--- src/rtl/imem_loader_pkg.sv ---
// imem_loader_pkg: shared FSM encoding and byte-packing constants for the instruction-memory loader
package imem_loader_pkg;
   localparam int BYTES_PER_WORD = 4;
   localparam int IDX_W = $clog2(BYTES_PER_WORD);
   typedef logic [1:0] state_t;
   localparam state_t S_IDLE     = 2'd0;
   localparam state_t S_ASSEMBLE = 2'd1;
   localparam state_t S_WRITE    = 2'd2;
   localparam state_t S_DONE     = 2'd3;
endpackage

--- src/rtl/imem_loader_byte_packer.sv ---
// byte_packer: shifts accepted bytes little-endian into a word; ports: clk_i/rst_i, clr_i drops any partial word, accept_i/byte_i load a byte, word_o is the word including the current byte, full_o marks the last byte of a word
module byte_packer
   import imem_loader_pkg::*;
#(
   parameter int DATA_W = 32
) (
   input  logic              clk_i,
   input  logic              rst_i,
   input  logic              clr_i,
   input  logic              accept_i,
   input  logic [7:0]        byte_i,
   output logic [DATA_W-1:0] word_o,
   output logic              full_o
);
   logic [DATA_W-1:0] sr;
   logic [IDX_W-1:0]  idx;
   // word_o already contains the byte being accepted, so the top can register a complete word on the 4th-byte edge
   always_comb begin
      word_o = {byte_i, sr[DATA_W-1:8]};
      full_o = accept_i && idx == IDX_W'(BYTES_PER_WORD - 1);
   end
   always_ff @(posedge clk_i or posedge rst_i) begin
      if (rst_i) begin
         sr  <= '0;
         idx <= '0;
      end else if (clr_i) begin
         sr  <= '0;
         idx <= '0;
      end else if (accept_i) begin
         sr  <= word_o;
         idx <= full_o ? '0 : idx + 1'b1;
      end
   end
endmodule

--- src/rtl/imem_loader.sv ---
// imem_loader: packs a host byte stream into 32-bit words, writes them to instruction memory from address 0 and holds the core in reset until a load completes; ports: clk_i/rst_i, start_i/len_i/abort_i control, byte_valid_i/byte_data_i/byte_ready_o stream, imem_we_o/imem_addr_o/imem_wdata_o write port, core_rst_o/busy_o/done_o/err_o status
module imem_loader
   import imem_loader_pkg::*;
#(
   parameter int ADDR_W = 8,
   parameter int DATA_W = 32
) (
   input  logic              clk_i,
   input  logic              rst_i,
   input  logic              start_i,
   input  logic [ADDR_W:0]   len_i,
   input  logic              abort_i,
   input  logic              byte_valid_i,
   input  logic [7:0]        byte_data_i,
   output logic              byte_ready_o,
   output logic              imem_we_o,
   output logic [ADDR_W-1:0] imem_addr_o,
   output logic [DATA_W-1:0] imem_wdata_o,
   output logic              core_rst_o,
   output logic              busy_o,
   output logic              done_o,
   output logic              err_o
);
   state_t            state, nxt;
   logic [ADDR_W:0]   len, wcnt;
   logic [ADDR_W-1:0] waddr;
   logic [DATA_W-1:0] word;
   logic              word_full, accept, active, go, kill;
   // byte_ready_o is high exactly in ASSEMBLE, so it doubles as the state decode for acceptance
   always_comb begin
      accept = byte_valid_i && byte_ready_o && !abort_i;
      active = state == S_ASSEMBLE || state == S_WRITE;
      go     = state == S_IDLE && start_i;
      kill   = active && abort_i;
      nxt    = S_IDLE;
      unique case (state)
         S_IDLE:     nxt = go ? (len_i == '0 ? S_DONE : S_ASSEMBLE) : S_IDLE;
         S_ASSEMBLE: nxt = abort_i ? S_IDLE : word_full ? S_WRITE : S_ASSEMBLE;
         S_WRITE:    nxt = abort_i ? S_IDLE : (wcnt + 1'b1 == len) ? S_DONE : S_ASSEMBLE;
         default:    nxt = S_IDLE;
      endcase
   end
   byte_packer #(.DATA_W(DATA_W)) u_packer (
      .clk_i    (clk_i),
      .rst_i    (rst_i),
      .clr_i    (go || kill),
      .accept_i (accept),
      .byte_i   (byte_data_i),
      .word_o   (word),
      .full_o   (word_full)
   );
   // Outputs are registered from the next-state decode so they line up with the state they describe
   always_ff @(posedge clk_i or posedge rst_i) begin
      if (rst_i) begin
         state        <= S_IDLE;
         byte_ready_o <= 1'b0;
         imem_we_o    <= 1'b0;
         imem_addr_o  <= '0;
         imem_wdata_o <= '0;
         core_rst_o   <= 1'b1;
         busy_o       <= 1'b0;
         done_o       <= 1'b0;
         err_o        <= 1'b0;
         len          <= '0;
         wcnt         <= '0;
         waddr        <= '0;
      end else begin
         state        <= nxt;
         byte_ready_o <= nxt == S_ASSEMBLE;
         imem_we_o    <= nxt == S_WRITE;
         busy_o       <= nxt == S_ASSEMBLE || nxt == S_WRITE;
         done_o       <= nxt == S_DONE;
         if (word_full) begin
            imem_addr_o  <= waddr;
            imem_wdata_o <= word;
         end
         // waddr is ADDR_W wide, so the 256th word wraps it to 0 naturally
         if (state == S_WRITE) begin
            waddr <= waddr + 1'b1;
            wcnt  <= wcnt + 1'b1;
         end
         if (go) begin
            len        <= len_i;
            wcnt       <= '0;
            waddr      <= '0;
            err_o      <= 1'b0;
            core_rst_o <= 1'b1;
         end
         if (kill) err_o <= 1'b1;
         if (state == S_DONE) core_rst_o <= 1'b0;
      end
   end
endmodule

--- config.mk ---
export PLATFORM = sky130hd
export DESIGN_NAME = imem_loader
export DESIGN_NICKNAME = d
export VERILOG_FILES = /design/src/rtl/imem_loader_pkg.sv /design/src/rtl/imem_loader_byte_packer.sv /design/src/rtl/imem_loader.sv
export SDC_FILE = /design/constraint.sdc
export NUM_CORES = 1
export LEC_CHECK = 0
export BUFFER_PORTS_ARGS = -buffer_cell sky130_fd_sc_hd__buf_4
export CAP_MARGIN = 20
export CORE_MARGIN = 4
export CORE_UTILIZATION = 35
export CTS_CLUSTER_DIAMETER = 120
export CTS_CLUSTER_SIZE = 10
export DETAILED_ROUTE_END_ITERATION = 7
export GPL_TIMING_DRIVEN = 1
export SLEW_MARGIN = 25
export SYNTH_ARGS = -nofsm -noshare
export SYNTH_HDL_FRONTEND = slang
export SYNTH_SLANG_ARGS = --single-unit
--- constraint.sdc ---
create_clock -name clk_i -period 4.2 [get_ports clk_i]
set_input_delay 0.84 -clock clk_i [delete_from_list [all_inputs] [get_ports clk_i]]
set_output_delay 0.84 -clock clk_i [all_outputs]
set_load 0.02 [all_outputs]
Yosys cells after proc, flatten, opt, wreduce, memory -nomap -nowiden
Cells that the tools add are included.
{ "word_totals": {"regBits": 108, "mem_bits_rw": 0, "latchBits": 0, "input_bits": 22, "output_inout_bits": 46, "n_memories": 0, "word_cells": 60, "rom_bits": 0} }
{ "op_classes": {"shift": 0, "multipliers": 0, "n_eq_ne": 8, "n_addsub": 3, "reduce_logical": 15, "bitwise_logic": 0, "magnitude_cmp": 0, "div": 0, "mux": 20} }
{ "ops": {"columns": ["op", "n"], "rows": [
  ["$mux 32", 2],
  ["$mux 2", 9],
  ["$mux 9", 2],
  ["$mux 8", 2],
  ["$eq 2x2->1 const B", 5],
  ["$add 9x1->9 const B", 1],
  ["$eq 9x9->1", 1],
  ["$logic_not 9->1", 1],
  ["$add 8x1->8 const B", 1],
  ["$reduce_bool 2->1", 4],
  ["$pmux 2 s3", 1],
  ["$logic_and 1x1->1", 5],
  ["$eq 2x1->1 const B", 2],
  ["$mux 1", 4],
  ["$logic_or 1x1->1", 3],
  ["$add 2x1->2 const B", 1],
  ["$logic_not 2->1", 1],
  ["$logic_not 1->1", 1]
]} }

Logic depth before layout (Yosys ltp)
{ "logic_depth": {"word_depth": 8, "ltp_mapped": 10} }

Cells and area by module
From an unflattened synthesis, not the netlist that was laid out.
{ "unflattened": {"cells_unflattened": 371, "area_unflattened_um2": 4425.5} }
{ "modules_own_cells": {"columns": ["module", "seq_area_each_um2", "area_per_inst_um2", "instances", "cells_per_inst"], "rows": [
  ["imem_loader", 1853.0, 3266.9, 1, 276],
  ["byte_packer", 650.6, 1158.6, 1, 95]
]} }

Least setup slack after synthesis
OpenSTA, ideal clock, no wires.
{ "synth_path": {"kind": "in2reg", "from": "input start_i", "to": "register busy_o", "cell_stages": 8, "path_slack_ns": 2.059, "path_buffers": 1, "t_required_ns": 4.087, "arrival_time_ns": 2.028, "path_cell_list": "and2_1 clkbuf_1 nand4_1 o21ai_0 a211o_1 o21a_1 ha_1 inv_1"} }
{ "synth_between": {"elab_chain_len": 5, "elab_cells_between_ends": 6} }
{ "synth_rtl": {"columns": ["item", "line_no", "source"], "rows": [
  ["start, declared", "imem_loader.sv:10", "input logic start_i,"],
  ["$logic_and 1x1->1 (*)", "imem_loader.sv:33", "go = state == S_IDLE && start_i;"],
  ["$mux 2 (*)", "imem_loader.sv:37", "S_IDLE: nxt = go ? (len_i == '0 ? S_DONE : S_ASSEMBLE) : S_IDLE;"],
  ["$pmux 2 s3 (*)", "imem_loader.sv:36", "unique case (state)"],
  ["via nxt[1]", "imem_loader.sv:24", "state_t state, nxt;"],
  ["$eq 2x1->1 or $eq 2x2->1 (tied branches)", "imem_loader.sv:71", "busy_o <= nxt == S_ASSEMBLE || nxt == S_WRITE;"],
  ["$logic_or 1x1->1 (*)", "imem_loader.sv:71", null],
  ["end signal, assigned", "imem_loader.sv:61", "busy_o <= 1'b0;"],
  ["end signal, assigned", "imem_loader.sv:71", null],
  ["end, declared", "imem_loader.sv:20", "output logic busy_o,"]
]} }
The timed path passes the listed nets; every way through them passes the cells marked *.
A chain may end at the register's enable or synchronous reset.

Worst setup path in the final report
{ "layout_path": {"from": "register wcnt[0]", "to": "register busy_o"} }
{ "layout_between": {"elab_chain_len": 7, "elab_cells_between_ends": 8} }
{ "layout_rtl": {"columns": ["item", "line_no", "source"], "rows": [
  ["start, declared", "imem_loader.sv:25", "logic [ADDR_W:0] len, wcnt;"],
  ["start signal, assigned", "imem_loader.sv:80", "wcnt <= wcnt + 1'b1;"],
  ["$add 9x1->9 (*)", "imem_loader.sv:39", "S_WRITE: nxt = abort_i ? S_IDLE : (wcnt + 1'b1 == len) ? S_DONE : S_ASSEMBLE;"],
  ["$eq 9x9->1 (*)", "imem_loader.sv:39", null],
  ["$mux 2 (*) (2 in a row)", "imem_loader.sv:39", null],
  ["$pmux 2 s3 (*)", "imem_loader.sv:36", null],
  ["via nxt[1]", "imem_loader.sv:24", null],
  ["$eq 2x1->1 or $eq 2x2->1 (tied branches)", "imem_loader.sv:71", null],
  ["$logic_or 1x1->1 (*)", "imem_loader.sv:71", null]
]} }
Marks and branches as above.

==> results by group <==
Power
  – Leak: 2.61 nW
  – Maximum vdd ir drop: 0.164 mV
  – Pwr per Cell Area: 383 mW/mm^2
  – Switching part of the total power: 25.8%
  – Reg power frac: 51.7%
  – Internal Power: 0.00148 W
  – NetSw: 0.000516 W
  – Combinational cell fraction of total power: 9.7%
  – Clock group share of total power: 38.6%

Route
  – First drt pass iteration count: 4
  – WL/cell: 15.1 microns
  – Total Routed Length: 8480 microns
  – Drt drc: 0
  – 1st-iter DRT viols: 146
  – Mean number of vias per cell: 5.04
  – Post-route ant nets: 0
  – Vias: 2824

Timing
  – Slew @ Worst Pin: 910 ps
  – Final hold violation count: 0
  – Unrepaired setup endpoints after global routing: false
  – Final clock skew: 5.25 ps
  – Final setup vio count: 0
  – Post-layout min period: 2300 ps
  – Slew HR: 39.3%
  – Max Slew Vio Count: 0
  – Fmax: 435 MHz
  – Setup TNS: 0 ps
  – Period utilisation layout: 54.7%

Placement
  – GP Congestion: 0.737
  – Post-DP HPWL: 5910 microns
  – Port Buffer Count: 67

Global routing
  – First-pass GRT wire length: 14000 microns
  – Grt met2 use: 18.7%
  – Gr ovfl total: 0
  – Initial antenna violation count: 0
  – Largest net degree at the start of global routing: 43
  – Most used routing layer: met2
  – Routing usage on met3: 3.28%
  – Number of global-route vias before repair: 2773
  – GRT Total Usage: 12.3%
  – M1 GR Usage: 16.7%

Finish
  – Fin util: 43.5%
  – Antenna diodes: 0
  – Multi-input logic area: 0.00170 sq mm
  – Register area: 0.00250 sq mm
  – Synthesis-to-layout area growth: 21.4%
  – Layout Nets: 440
  – Share of layout cells above drive strength 1: 33.9%
  – Fill cells: 1113

Clocking
  – CTS tree: built
  – CTS clk-pin slew, worst paths: 70 ps
  – H-tree levels: 3
  – Setup Buffers After CTS: 0
  – Root Buffer: clkbuf_16
  – CTS Buf Count: 9
  – CTS resizes: 0
  – CTS sink cnt: 100
  – Clock buffer depth: 2
  – Count of hold-fix buffers inserted at cts: 0
  – Clk Latency, worst-skew pair: 340 ps

Worst setup path
  – Reg2Reg Capture Point: busy_o$_DFF_PP0_
  – Worst reg2reg startpoint: wcnt[0]$_DFFE_PP0P_
  – Setup Crit Path Kind: flip-flop to flip-flop
  – CP top delay family: compound AO/OA/AOI/OAI gates
  – Crit path max-delay cell type: a2111oi_2
  – Crit path launch type: flip-flop
  – Crit-path cells: ha_1, nand3_4, nor3_2, nand4_1, a2111oi_2, o21a_1, ha_1, inv_1
  – Max FO, Critical Path: 6
  – Reg2reg setup slack: 1900 ps
  – Crit. End Element: flip-flop
  – Most frequent CP cell: ha_1
  – Worst path required time: 4480 ps
  – CP arrival: 2580 ps
  – Buf/Inv on CP: 1
  – Crit path largest cell delay: 500 ps
  – Reg2reg path depth: 8
  – Crit path from: wcnt[0]$_DFFE_PP0P_

Synthesis
  – Sequential share of the synthesized area: 58.2%
  – Syn avg cell area: 12.5 sq um
  – Cells after Synth: 344
  – Synth top area share: 57.6%
  – FF+latch count, synth: 100
  – Commonest cells in the netlist: 99 x dfrtp_1, 40 x mux2_2, 40 x nand2_1, 27 x a22o_1, 23 x nor2_1
  – Synth unique cells: 44
  – Cell with the most instances after synthesis: dfrtp_1
  – Leading post-synthesis cells by cell area: dfrtp_1 58%, mux2_2 10%, a22o_1 5.5%
  – Synth Warn #: 0
  – Syn nets: 376
  – Number of flops mapped to enable cells by yosys: 0
  – Mapped Area: 0.00430 sq mm
  – Async SR Flop Fraction: 100%
  – Area leader, netlist: dfrtp_1
  – Post-synth top flop: dfrtp_1

Floorplan
  – Top-Level Pins: 68
  – Starting Density: 35.8%
  – Core Area: 0.0120 sq mm
  – Rows: 40
  – Die height: 119 microns
  – Total Die Area: 0.0141 sq mm
  – DIE WIDTH: 119 microns

Hold path
  – HP Class: input pin to asynchronous set/reset pin

Flow run
  – Max_cap viols: 0

Run status
  – Outcome: finished clean
## kinds of logic after synthesis
logic type / synth area share, %
buffers and inverters: 2.44
flip-flops: 58.2
XOR/XNOR: 4.25
adder cells (fa/ha/maj): 2.91
AND/OR/NAND/NOR: 12.1
AO/OA/AOI/OAI: 9.13
multiplexers: 10.9
## worst max path at each step
stage,to,slack (ps),cells after the start
2_1_floorplan,busy_o$_DFF_PP0_,740,1
3_3_place_gp,busy_o$_DFF_PP0_,1380,8
3_5_place_dp,u_packer.sr[27]$_DFFE_PP0P_,1600,4
4_1_cts,busy_o$_DFF_PP0_,1880,8
5_1_grt,busy_o$_DFF_PP0_,1720,8
6_report,busy_o$_DFF_PP0_,1900,8
## layout by cell type (no fill, tap or decap), types with 6 or more instances in the layout
master     instances
ha_1              10
nand2_1           39
buf_4             70
xor2_1            11
nor2_1            23
clkbuf_16          9
nand4_1            7
o21ai_0            6
a22o_1            27
mux2_2            40
xnor2_1            8
dfrtp_1           99
## power by group through the flow
stage | Sequential [W] | Clock (W) | Combinational (W)
2_1_floorplan | 0.00105 | 0 | 0.000125
3_3_place_gp | 0.00105 | 0 | 0.000188
3_5_place_dp | 0.00105 | 0 | 0.000194
4_1_cts | 0.00103 | 0.000795 | 0.000195
5_1_grt | 0.00104 | 0.000830 | 0.000218
6_report | 0.00103 | 0.000772 | 0.000195
## through the flow
stage                     worst slack, ps  instance area, sq um  cells  hold WS, ps  power, W
after detailed placement             1600                  4930    543          487   0.00125
after global placement               1380                  4930    543          487   0.00124
after floorplan                       743                  4300    344          467   0.00118
after global routing                 1720                  5220    560          475   0.00209
final                                1900                  5220    560          451   0.00200
after CTS                            1880                  5210    559          453   0.00202
## state kept, by name, indices dropped and copies added (netlist names), 2 cells and up
register / flops
state: 2
u_packer.sr: 24
imem_wdata_o: 32
imem_addr_o: 8
u_packer.idx: 2
waddr: 8
len: 9
wcnt: 9
## final cells by class
class / count / area share [%]
inverters: 4 / 0.335
multi-input cells: 222 / 32.6
clock buffers: 9 / 4.31
repair buffers: 71 / 10.3
well taps: 147 / 3.52
clock inverters: 7 / 0.982
flip-flops and latches: 100 / 47.9
## per-layer routing
| metal | vias up | part of all wire, % |
|---|---|---|
| met3 | 14 | 4.7 |
| met1 | 1401 | 49 |
| met4 | 0 | 1.8 |
| li1 | 1342 | - |
| met5 | - | 0 |
| met2 | 67 | 45 |
Power figures use the tool's default switching activity.
